### src/rtl/sys_defs.sv
// Shared types for the RV32M multiply functional unit and its neighbours.
package sys_defs;

  localparam int unsigned XLEN          = 32;
  localparam int unsigned PR_IDX_WIDTH  = 6;
  localparam int unsigned ROB_IDX_WIDTH = 5;

  typedef logic [PR_IDX_WIDTH-1:0]  PRN;
  typedef logic [ROB_IDX_WIDTH-1:0] ROB_IDX;

  typedef enum logic [1:0] {
    MULT   = 2'd0,
    MULH   = 2'd1,
    MULHSU = 2'd2,
    MULHU  = 2'd3
  } MULT_FUNC;

  typedef struct packed {
    MULT_FUNC mult;
  } OP_SEL;

  typedef struct packed {
    logic            valid;
    logic            halt;
    PRN              dest_pr;
    ROB_IDX          rob_entry;
    logic [XLEN-1:0] rs1_value;
    logic [XLEN-1:0] rs2_value;
    OP_SEL           op_sel;
  } ISSUE_FU_PACKET;

  typedef struct packed {
    logic            valid;
    logic            halt;
    PRN              dest_pr;
    ROB_IDX          rob_entry;
    logic [XLEN-1:0] dest_value;
  } FU_COMPLETE_PACKET;

  // Per-op bookkeeping that rides alongside the datapath.
  typedef struct packed {
    logic     valid;
    logic     halt;
    PRN       dest_pr;
    ROB_IDX   rob_entry;
    MULT_FUNC func;
  } MULT_META;

  // Widen an operand to the full product width, sign- or zero-extending.
  function automatic logic [2*XLEN-1:0] extend_operand(input logic [XLEN-1:0] value,
                                                       input logic is_signed);
    return {{XLEN{is_signed & value[XLEN-1]}}, value};
  endfunction

endpackage

### src/rtl/mult_pipe_stage.sv
// One partial-product stage: folds BITS multiplier bits into the running sum.
module mult_pipe_stage
  import sys_defs::*;
#(
  parameter int unsigned BITS = 16
) (
  input  logic              clock,
  input  logic              reset,
  input  logic              squash,
  input  logic [2*XLEN-1:0] in_mcand,
  input  logic [2*XLEN-1:0] in_mplier,
  input  logic [2*XLEN-1:0] in_sum,
  input  MULT_META          in_meta,
  output logic [2*XLEN-1:0] out_mcand,
  output logic [2*XLEN-1:0] out_mplier,
  output logic [2*XLEN-1:0] out_sum,
  output MULT_META          out_meta
);

  logic     valid_q;
  logic     halt_q;
  PRN       dest_pr_q;
  ROB_IDX   rob_entry_q;
  MULT_FUNC func_q;

  logic [2*XLEN-1:0] mplier_slice;

  // Low multiplier bits for this stage, zero-extended to product width.
  always_comb begin
    mplier_slice = {{(2*XLEN-BITS){1'b0}}, in_mplier[BITS-1:0]};
  end

  // Datapath advances every edge; no reset needed since valid gates everything.
  always_ff @(posedge clock) begin
    out_mcand   <= in_mcand << BITS;
    out_mplier  <= in_mplier >> BITS;
    out_sum     <= in_sum + in_mcand * mplier_slice;
    halt_q      <= in_meta.halt;
    dest_pr_q   <= in_meta.dest_pr;
    rob_entry_q <= in_meta.rob_entry;
    func_q      <= in_meta.func;
  end

  // Valid bit: async reset, synchronous flush on squash.
  always_ff @(posedge clock or posedge reset) begin
    if (reset) begin
      valid_q <= 1'b0;
    end else begin
      valid_q <= in_meta.valid & ~squash;
    end
  end

  // Reassemble the meta record for the next stage.
  always_comb begin
    out_meta.valid     = valid_q;
    out_meta.halt      = halt_q;
    out_meta.dest_pr   = dest_pr_q;
    out_meta.rob_entry = rob_entry_q;
    out_meta.func      = func_q;
  end

endmodule

### src/rtl/fu_mult_pipe.sv
// Fully pipelined RV32M multiplier with an in-order output buffer and credit-based ready.
module fu_mult_pipe
  import sys_defs::*;
#(
  parameter int unsigned NUM_STAGE = 4,
  parameter int unsigned OUT_DEPTH = 2
) (
  input  logic              clock,
  input  logic              reset,
  input  logic              squash,
  input  logic              complete_stall,
  input  ISSUE_FU_PACKET    fu_packet_in,
  output logic              fu_ready,
  output logic              want_to_complete,
  output FU_COMPLETE_PACKET fu_packet_out
);

  localparam int unsigned BITS  = (2 * XLEN) / NUM_STAGE;
  localparam int unsigned PTR_W = (OUT_DEPTH > 1) ? $clog2(OUT_DEPTH) : 1;
  localparam int unsigned CNT_W = $clog2(OUT_DEPTH + 1);

  if (NUM_STAGE < 2 || ((2 * XLEN) % NUM_STAGE) != 0 || OUT_DEPTH < 1) begin : gen_bad_param
    $error("fu_mult_pipe: illegal NUM_STAGE/OUT_DEPTH");
  end

  logic [2*XLEN-1:0] mcand  [NUM_STAGE+1];
  logic [2*XLEN-1:0] mplier [NUM_STAGE+1];
  logic [2*XLEN-1:0] sum    [NUM_STAGE+1];
  MULT_META          meta   [NUM_STAGE+1];
  logic [NUM_STAGE-1:0] stage_valids;

  FU_COMPLETE_PACKET buf_q [OUT_DEPTH];
  logic [PTR_W-1:0]  head_q, tail_q;
  logic [CNT_W-1:0]  count_q, occupancy_q;

  logic              accept, push, pop;
  logic              rs1_signed, rs2_signed;
  MULT_META          last_meta;
  FU_COMPLETE_PACKET push_pkt;

  function automatic logic [PTR_W-1:0] wrap_inc(input logic [PTR_W-1:0] ptr);
    return (ptr == PTR_W'(OUT_DEPTH - 1)) ? '0 : ptr + 1'b1;
  endfunction

  // Credit check and handshake decode.
  always_comb begin
    fu_ready         = (occupancy_q < CNT_W'(OUT_DEPTH));
    want_to_complete = (count_q != '0);
    accept           = fu_packet_in.valid & fu_ready & ~squash;
    pop              = want_to_complete & ~complete_stall;
  end

  // Stage-0 inputs: operand extension depends on func alone.
  always_comb begin
    rs1_signed          = (fu_packet_in.op_sel.mult != MULHU);
    rs2_signed          = (fu_packet_in.op_sel.mult == MULT) ||
                          (fu_packet_in.op_sel.mult == MULH);
    mcand[0]            = extend_operand(fu_packet_in.rs1_value, rs1_signed);
    mplier[0]           = extend_operand(fu_packet_in.rs2_value, rs2_signed);
    sum[0]              = '0;
    meta[0].valid       = accept;
    meta[0].halt        = fu_packet_in.halt;
    meta[0].dest_pr     = fu_packet_in.dest_pr;
    meta[0].rob_entry   = fu_packet_in.rob_entry;
    meta[0].func        = fu_packet_in.op_sel.mult;
  end

  for (genvar k = 0; k < NUM_STAGE; k++) begin : gen_stage
    mult_pipe_stage #(
      .BITS (BITS)
    ) u_stage (
      .clock      (clock),
      .reset      (reset),
      .squash     (squash),
      .in_mcand   (mcand[k]),
      .in_mplier  (mplier[k]),
      .in_sum     (sum[k]),
      .in_meta    (meta[k]),
      .out_mcand  (mcand[k+1]),
      .out_mplier (mplier[k+1]),
      .out_sum    (sum[k+1]),
      .out_meta   (meta[k+1])
    );
    assign stage_valids[k] = meta[k+1].valid;
  end

  // Final product selection for the op leaving the last stage.
  always_comb begin
    last_meta           = meta[NUM_STAGE];
    push                = last_meta.valid;
    push_pkt.valid      = 1'b1;
    push_pkt.halt       = last_meta.halt;
    push_pkt.dest_pr    = last_meta.dest_pr;
    push_pkt.rob_entry  = last_meta.rob_entry;
    push_pkt.dest_value = (last_meta.func == MULT) ? sum[NUM_STAGE][XLEN-1:0]
                                                   : sum[NUM_STAGE][2*XLEN-1:XLEN];
  end

  // Buffer storage: written on push, never reset.
  always_ff @(posedge clock) begin
    if (push && !squash) begin
      buf_q[tail_q] <= push_pkt;
    end
  end

  // Pointers, buffer count and credit counter.
  always_ff @(posedge clock or posedge reset) begin
    if (reset) begin
      head_q      <= '0;
      tail_q      <= '0;
      count_q     <= '0;
      occupancy_q <= '0;
    end else if (squash) begin
      head_q      <= '0;
      tail_q      <= '0;
      count_q     <= '0;
      occupancy_q <= '0;
    end else begin
      if (push) tail_q <= wrap_inc(tail_q);
      if (pop)  head_q <= wrap_inc(head_q);
      count_q     <= count_q + CNT_W'(push) - CNT_W'(pop);
      occupancy_q <= occupancy_q + CNT_W'(accept) - CNT_W'(pop);
    end
  end

  // Head result, all-zero when the buffer is empty.
  always_comb begin
    fu_packet_out = '0;
    if (want_to_complete) begin
      fu_packet_out = buf_q[head_q];
    end
  end

  a_occupancy : assert property (@(posedge clock) disable iff (reset)
    int'(occupancy_q) == $countones(stage_valids) + int'(count_q));

  a_out_valid : assert property (@(posedge clock) disable iff (reset)
    fu_packet_out.valid == want_to_complete);

  a_no_overflow : assert property (@(posedge clock) disable iff (reset)
    !(push && !squash && !pop && count_q == CNT_W'(OUT_DEPTH)));

endmodule

### config.mk
export PLATFORM = sky130hd
export DESIGN_NAME = fu_mult_pipe
export DESIGN_NICKNAME = d
export VERILOG_FILES = /design/src/rtl/sys_defs.sv /design/src/rtl/mult_pipe_stage.sv /design/src/rtl/fu_mult_pipe.sv
export SDC_FILE = /design/constraint.sdc
export NUM_CORES = 2
export LEC_CHECK = 0
export BUFFER_PORTS_ARGS = -buffer_cell sky130_fd_sc_hd__buf_2
export CAP_MARGIN = 0
export CORE_ASPECT_RATIO = 2
export CORE_MARGIN = 2
export CORE_UTILIZATION = 40
export DETAILED_ROUTE_END_ITERATION = 10
export MAX_ROUTING_LAYER = met4
export SLEW_MARGIN = 20
export SYNTH_ARGS = -nofsm -noshare
export SYNTH_HDL_FRONTEND = slang
export SYNTH_SLANG_ARGS = --single-unit
### constraint.sdc
create_clock -name clock -period 22.2 [get_ports clock]
set_input_delay 2.22 -clock clock [delete_from_list [all_inputs] [get_ports clock]]
set_output_delay 2.22 -clock clock [all_outputs]
set_load 0.05 [all_outputs]
# After elaboration in Yosys (flattened, before gate mapping)
# Memory sizes are Yosys's and may differ from the RTL's.
# Cells that the tools add are included.
# totals
regBits	422
latch_bits	0
mem_bits_rw	88
mem_bits_ro	0
inputBits	83
output_inout_bits	47
word_cells	82
n_memories	1
# mem_list
memory	depth	word_bits	read_ports	rd_ports_with_merged_regs	write_ports	line	source
buf_q	2	44	1	0	1	fu_mult_pipe.sv:32	FU_COMPLETE_PACKET buf_q [OUT_DEPTH];
# op_classes
addsub	9
multipliers	4
div_mod_pow	0
n_lt_le_gt_ge	1
eq_ne	2
shift	0
mux	12
bitwise	11
reduce_logical	8
# op_table
cell	count
$add A64 B64 Y64	3
$mul A33 B17 Y50	1
$mul A48 B16 Y48	1
$mux W45	1
$mul A32 B16 Y32	1
$mux W32	1
$mul A16 B1 Y16	1
$and A1 B1 Y1	9
$mux W1	8
$reduce_bool A2 Y1	3
$add A2 B1 Y2	2
$logic_not A2 Y1	2
$mux W2	2
$sub A2 B1 Y2	2
$add A1 B1 Y1 const B	2
$eq A2 B1 Y1 const B	1
$lt A2 B2 Y1 const B	1
$ne A2 B2 Y1 const B	1
$not A1 Y1	2
$logic_and A1 B1 Y1	1
$logic_not A1 Y1	1
$logic_or A1 B1 Y1	1

# Longest topological paths before layout
# depth
depth_word	6
mapped_depth	36
ltp_nobuf	35

# By module
# From an unflattened synthesis, not the netlist that was laid out.
# unflattened
hier_cells	14985
area_unflattened_um2	135505.0
# by_module_without_submodules
mod	instances	cells_per_inst	area_each_um2	seq_area_each_um2
mult_pipe_stage (gen_stage[0].u_stage ...)	3	3682	32886.5	3508.4
mult_pipe_stage (gen_stage[3].u_stage)	1	3675	32728.9	3508.4
fu_mult_pipe	1	264	4116.4	2792.7

# Worst setup path after synthesis
# Ideal clock, no wire load.
# synth_timing
path_type	register to register
from	register gen_stage[0].u_stage.out_mcand[39]
to	register gen_stage[1].u_stage.out_sum[63]
setup_ps	123
t_arrival_ps	8319
required_ps	22077
slack_ps	13758
stages_incl_launch_ff	37
path_buffers	3
period_less_slack_ps	8442
cell_sequence	dfxtp_1 > clkbuf_1 > nand2_1 > fa_1 > inv_1 > fa_1 > inv_1 > fa_1 > inv_1 > fa_1 > fa_1 > inv_1 > fa_1 > inv_1 > ha_1 > buf_6 > a21o_1 > a221oi_2 > a21boi_1 > o311ai_2 > nand4_1 > o31a_1 > a311o_1 > a31oi_4 > o21ai_1 > xor2_1 > ha_1 > clkbuf_1 > a21o_1 > a21o_1 > a21o_1 > a21oi_1 > nor2_1 > a2111oi_0 > o31ai_1 > xnor2_1 > xnor2_1
# synth_between
elab_chain_cells	2
# synth_rtl
element	line	source
from (decl)	mult_pipe_stage.sv:14	output logic [2*XLEN-1:0] out_mcand,
from (signal assigned)	mult_pipe_stage.sv:35	out_mcand <= in_mcand << BITS;
$mul A48 B16 Y48	mult_pipe_stage.sv:37	out_sum <= in_sum + in_mcand * mplier_slice;
$add A64 B64 Y64	mult_pipe_stage.sv:37	
to (signal assigned)	mult_pipe_stage.sv:37	
to (decl)	mult_pipe_stage.sv:16	output logic [2*XLEN-1:0] out_sum,
# Every way passes these cells.
# A chain may end at the register's enable or synchronous reset.

# Worst setup path in the final report
# layout_timing
from	register gen_stage[0].u_stage.out_mplier[1]
to	register gen_stage[1].u_stage.out_sum[59]
# layout_between
elab_chain_cells	2
# layout_rtl
element	line	source
from (decl)	mult_pipe_stage.sv:15	output logic [2*XLEN-1:0] out_mplier,
from (signal assigned)	mult_pipe_stage.sv:36	out_mplier <= in_mplier >> BITS;
$mul A48 B16 Y48	mult_pipe_stage.sv:37	
$add A64 B64 Y64	mult_pipe_stage.sv:37	
# Every way passes these cells.

==> impl_metrics.csv <==
group,metric,value,unit
grt,grt_max_degree,47,
cells_and_area,stdcell_area,64200,sq um
sta,fin_tns_setup,0,ns
clock_tree,worst_skew_pair.late_latency,0.68,ns
place,place_ws,12.63,ns
sta,fin_worst_skew,0.0753,ns
sta,finalCritPeriodShare,0.431,
cells_and_area,syn2layout_area_growth,7.46,%
worst_setup_path,startpoint_type,"flop",
floorplanning,die_y,550,um
routing,viasPerCell,5.18,
place,globalplace.congestion,0.940,
worst_setup_path,rrSetupSlack,12.63,ns
routing,drt_iter0_markers,1830,
worst_setup_path,cp.arrival,10.08,ns
worst_setup_path,endpoint_kind,"flop",
worst_setup_path,crit_slowest_cell,"a211oi_1",
sta,holdWs,0.311,ns
synth,synth_compound_area_frac,0.0632,
worst_setup_path,crit_type,"flop to flop",
sta,tightest_slew,1.00,ns
synth,syn-cell-area,59700,sq um
synth,synth_edf_count,88,
clock_tree,cts_tree,"yes",
clock_tree,cts_htree_levels,2,
floorplanning,start_util,0.403,
sta,hold_violations,0,
synth,yosysTopAreaCellShare,0.404,
routing,top_layer,"met4",
synth,yosysSeqAreaShare,0.182,
floorplanning,rows,200,
sta,maxSlewHeadroom,0.322,
synth,synth.distinct_cells,71,
synth,synth_mux_area_frac,0.0137,
cells_and_area,finalNetCount,7782,
sta,setup-violations-final,0,
routing,met1_length,53000,um
grt,grt_pass1_wl,268000,um
worst_setup_path,ff2ff_path_depth,31,
synth,synth_ff_type,"dfxtp_1",
clock_tree,root_buffer,"clkbuf_16",
place,port_buffers,129,
synth,postSynthNetCount,7757,
grt,antenna_found_initial,5,
synth,avgSynthCellArea,9.78,sq um
worst_setup_path,max_stage_delay,0.69,ns
synth,synth_xor_area_frac,0.0365,
grt,grt_pass1_vias,47676,
routing,drtAntennaViolNets,0,
routing,met3_wirelength,5630,um
cells_and_area,most-common-layout-cells,"inv_1, fa_1, nand2_1",
clock_tree,clk_pin_slew,0.07,ns
synth,ys_top_cells_by_area,"fa_1, dfxtp_1, inv_1",
synth,ys_seq_elements,496,
clock_tree,clock-sinks,496,
routing,drc,0,
routing,met2_length,99200,um
worst_setup_path,cp.required,22.71,ns
place,placed_area,62400,sq um
synth,yosys.area.top_type,"fa_1",
synth,synthCells,6110,
floorplanning,io_pins,130,
floorplanning,core,148000,sq um
synth,synth_fa_ha_area_frac,0.479,
floorplanning,fp.dieArea,153000,sq um
grt,grt_usage,0.241,
worst_setup_path,critical_path.startpoint,"gen_stage[0].u_stage.out_mplier[1]",
clock_tree,post_cts_buffers,0,
routing,num_vias,41931,
sta,setup_ws,12.63,ns
outcome,status,"finished clean",
place,dpl.hpwl,142000,um
routing,detail_route.first_pass.iterations,5,
grt,grt-ovfl-total,0,
routing,wl_per_cell,21.6,um
sta,slew_viol_final,0,
cells_and_area,fillers,14429,
worst_setup_path,worstReg2RegEnd,"gen_stage[1].u_stage.out_sum[59]",
floorplanning,die_w,277,um
hold_path,holdPathStages,0,
synth,yosysWarnings,0,
worst_setup_path,cpMostUsedCell,"fa_1",
synth,synth_top_family_by_area,"adder cells",
sta,rsz0062_at_grt,"false",
hold_path,hp-class,"flop to flop",
hold_path,min_from,"gen_stage[1].u_stage.out_sum[3]",
worst_setup_path,worst-path-max-fanout,22,
synth,ys_async_sr_fraction,0.0202,
clock_tree,cts_buffers,48,
sta,clock.fmax,104,MHz
hold_path,min_to,"gen_stage[2].u_stage.out_sum[3]",
sta,post-route-min-period,9.57,ns
worst_setup_path,reg2reg_from,"gen_stage[0].u_stage.out_mplier[1]",
run,maxCapViolCount,0,
routing,wirelength,175000,um
clock_tree,clockBufferDepth,3,
cells_and_area,layout-drive-gt1-share,0.0536,
synth,synthSimpleGateAreaFrac,0.128,
clock_tree,hold_buffers,0,
clock_tree,post_cts_resized,0,
cells_and_area,mostFrequentLayoutCell,"inv_1",
-- cells by family (layout without fill, tap and decap cells) --
kind of cell / after synthesis / count (layout)
fa+ha+maj: 1564 / 1564
xor+xnor: 249 / 249
buf+inv: 1554 / 1617
compound gates: 568 / 568
flops: 496 / 496
other cells: 0 / 3
mux: 78 / 78
simple gates: 1601 / 1601
-- how the worst max path moves through the flow --
| stage | slack [ns] | endpoint |
|---|---|---|
| after floorplan | 13.76 | gen_stage[1].u_stage.out_sum[63] |
| after global placement | 12.48 | gen_stage[1].u_stage.out_sum[59] |
| after detailed placement | 12.63 | gen_stage[0].u_stage.out_sum[48] |
| after CTS | 12.66 | gen_stage[1].u_stage.out_sum[59] |
| after global routing | 12.09 | gen_stage[1].u_stage.out_sum[59] |
| final | 12.63 | gen_stage[1].u_stage.out_sum[59] |
-- registers in the layout, indices dropped and copies added (netlist names), 8 cells and up --
register / flops
gen_stage.u_stage.rob_entry_q: 20
buf_q: 88
gen_stage.u_stage.out_mplier: 19
gen_stage.u_stage.dest_pr_q: 24
gen_stage.u_stage.out_sum: 242
gen_stage.u_stage.out_mcand: 81
gen_stage.u_stage.func_q: 8
-- worst max-delay path, delay by kind of cell, from the launching register on --
| kind | cells | cell delay, ns |
|---|---|---|
| xor+xnor | 2 | 0.33 |
| buf+inv | 4 | 0.55 |
| flops | 1 | 0.56 |
| simple gates | 5 | 0.93 |
| compound gates | 12 | 3.21 |
| fa+ha+maj | 8 | 3.81 |
-- per-stage QoR --
stage	util	cells
2_1_floorplan	-	6110
3_3_place_gp	0.421	8003
3_5_place_dp	0.421	8003
4_1_cts	0.432	8091
5_1_grt	0.433	8095
6_report	0.433	8095
-- layer usage --
metal  track usage  vias to the layer above
met5             -                        -
met3        0.0217                      721
met2         0.466                     1246
li1              -                    18434
met1         0.207                    21530
met4         0.198                        0
-- area by class of cell --
type | instances | area (sq um) | share of cell area
diodes | 3 | 7.51 | 0.000117
clock buffers | 62 | 1390 | 0.0216
clock inverters | 26 | 343 | 0.00534
inverters | 1344 | 5040 | 0.0786
multi-input cells | 4060 | 43100 | 0.671
flip-flops and latches | 496 | 10900 | 0.169
well taps | 1919 | 2400 | 0.0374
repair buffers | 185 | 1090 | 0.0169
-- synthesized netlist by cell type (all sizes together) (46+ instances only) --
library cell and count:
inv 1344, fa 1206, nand2 757, and2 434, dfxtp 398, ha 358
clkbuf 205, xnor2 192, nor2 165, a21oi 153, a21o 132, edfxtp 88
o21ai 85, xor2 57, nand3 48, mux2i 46
Power is left out: the tool's default activity adds up to more than one toggle a clock period on the data nets, which glitch-free logic cannot reach.
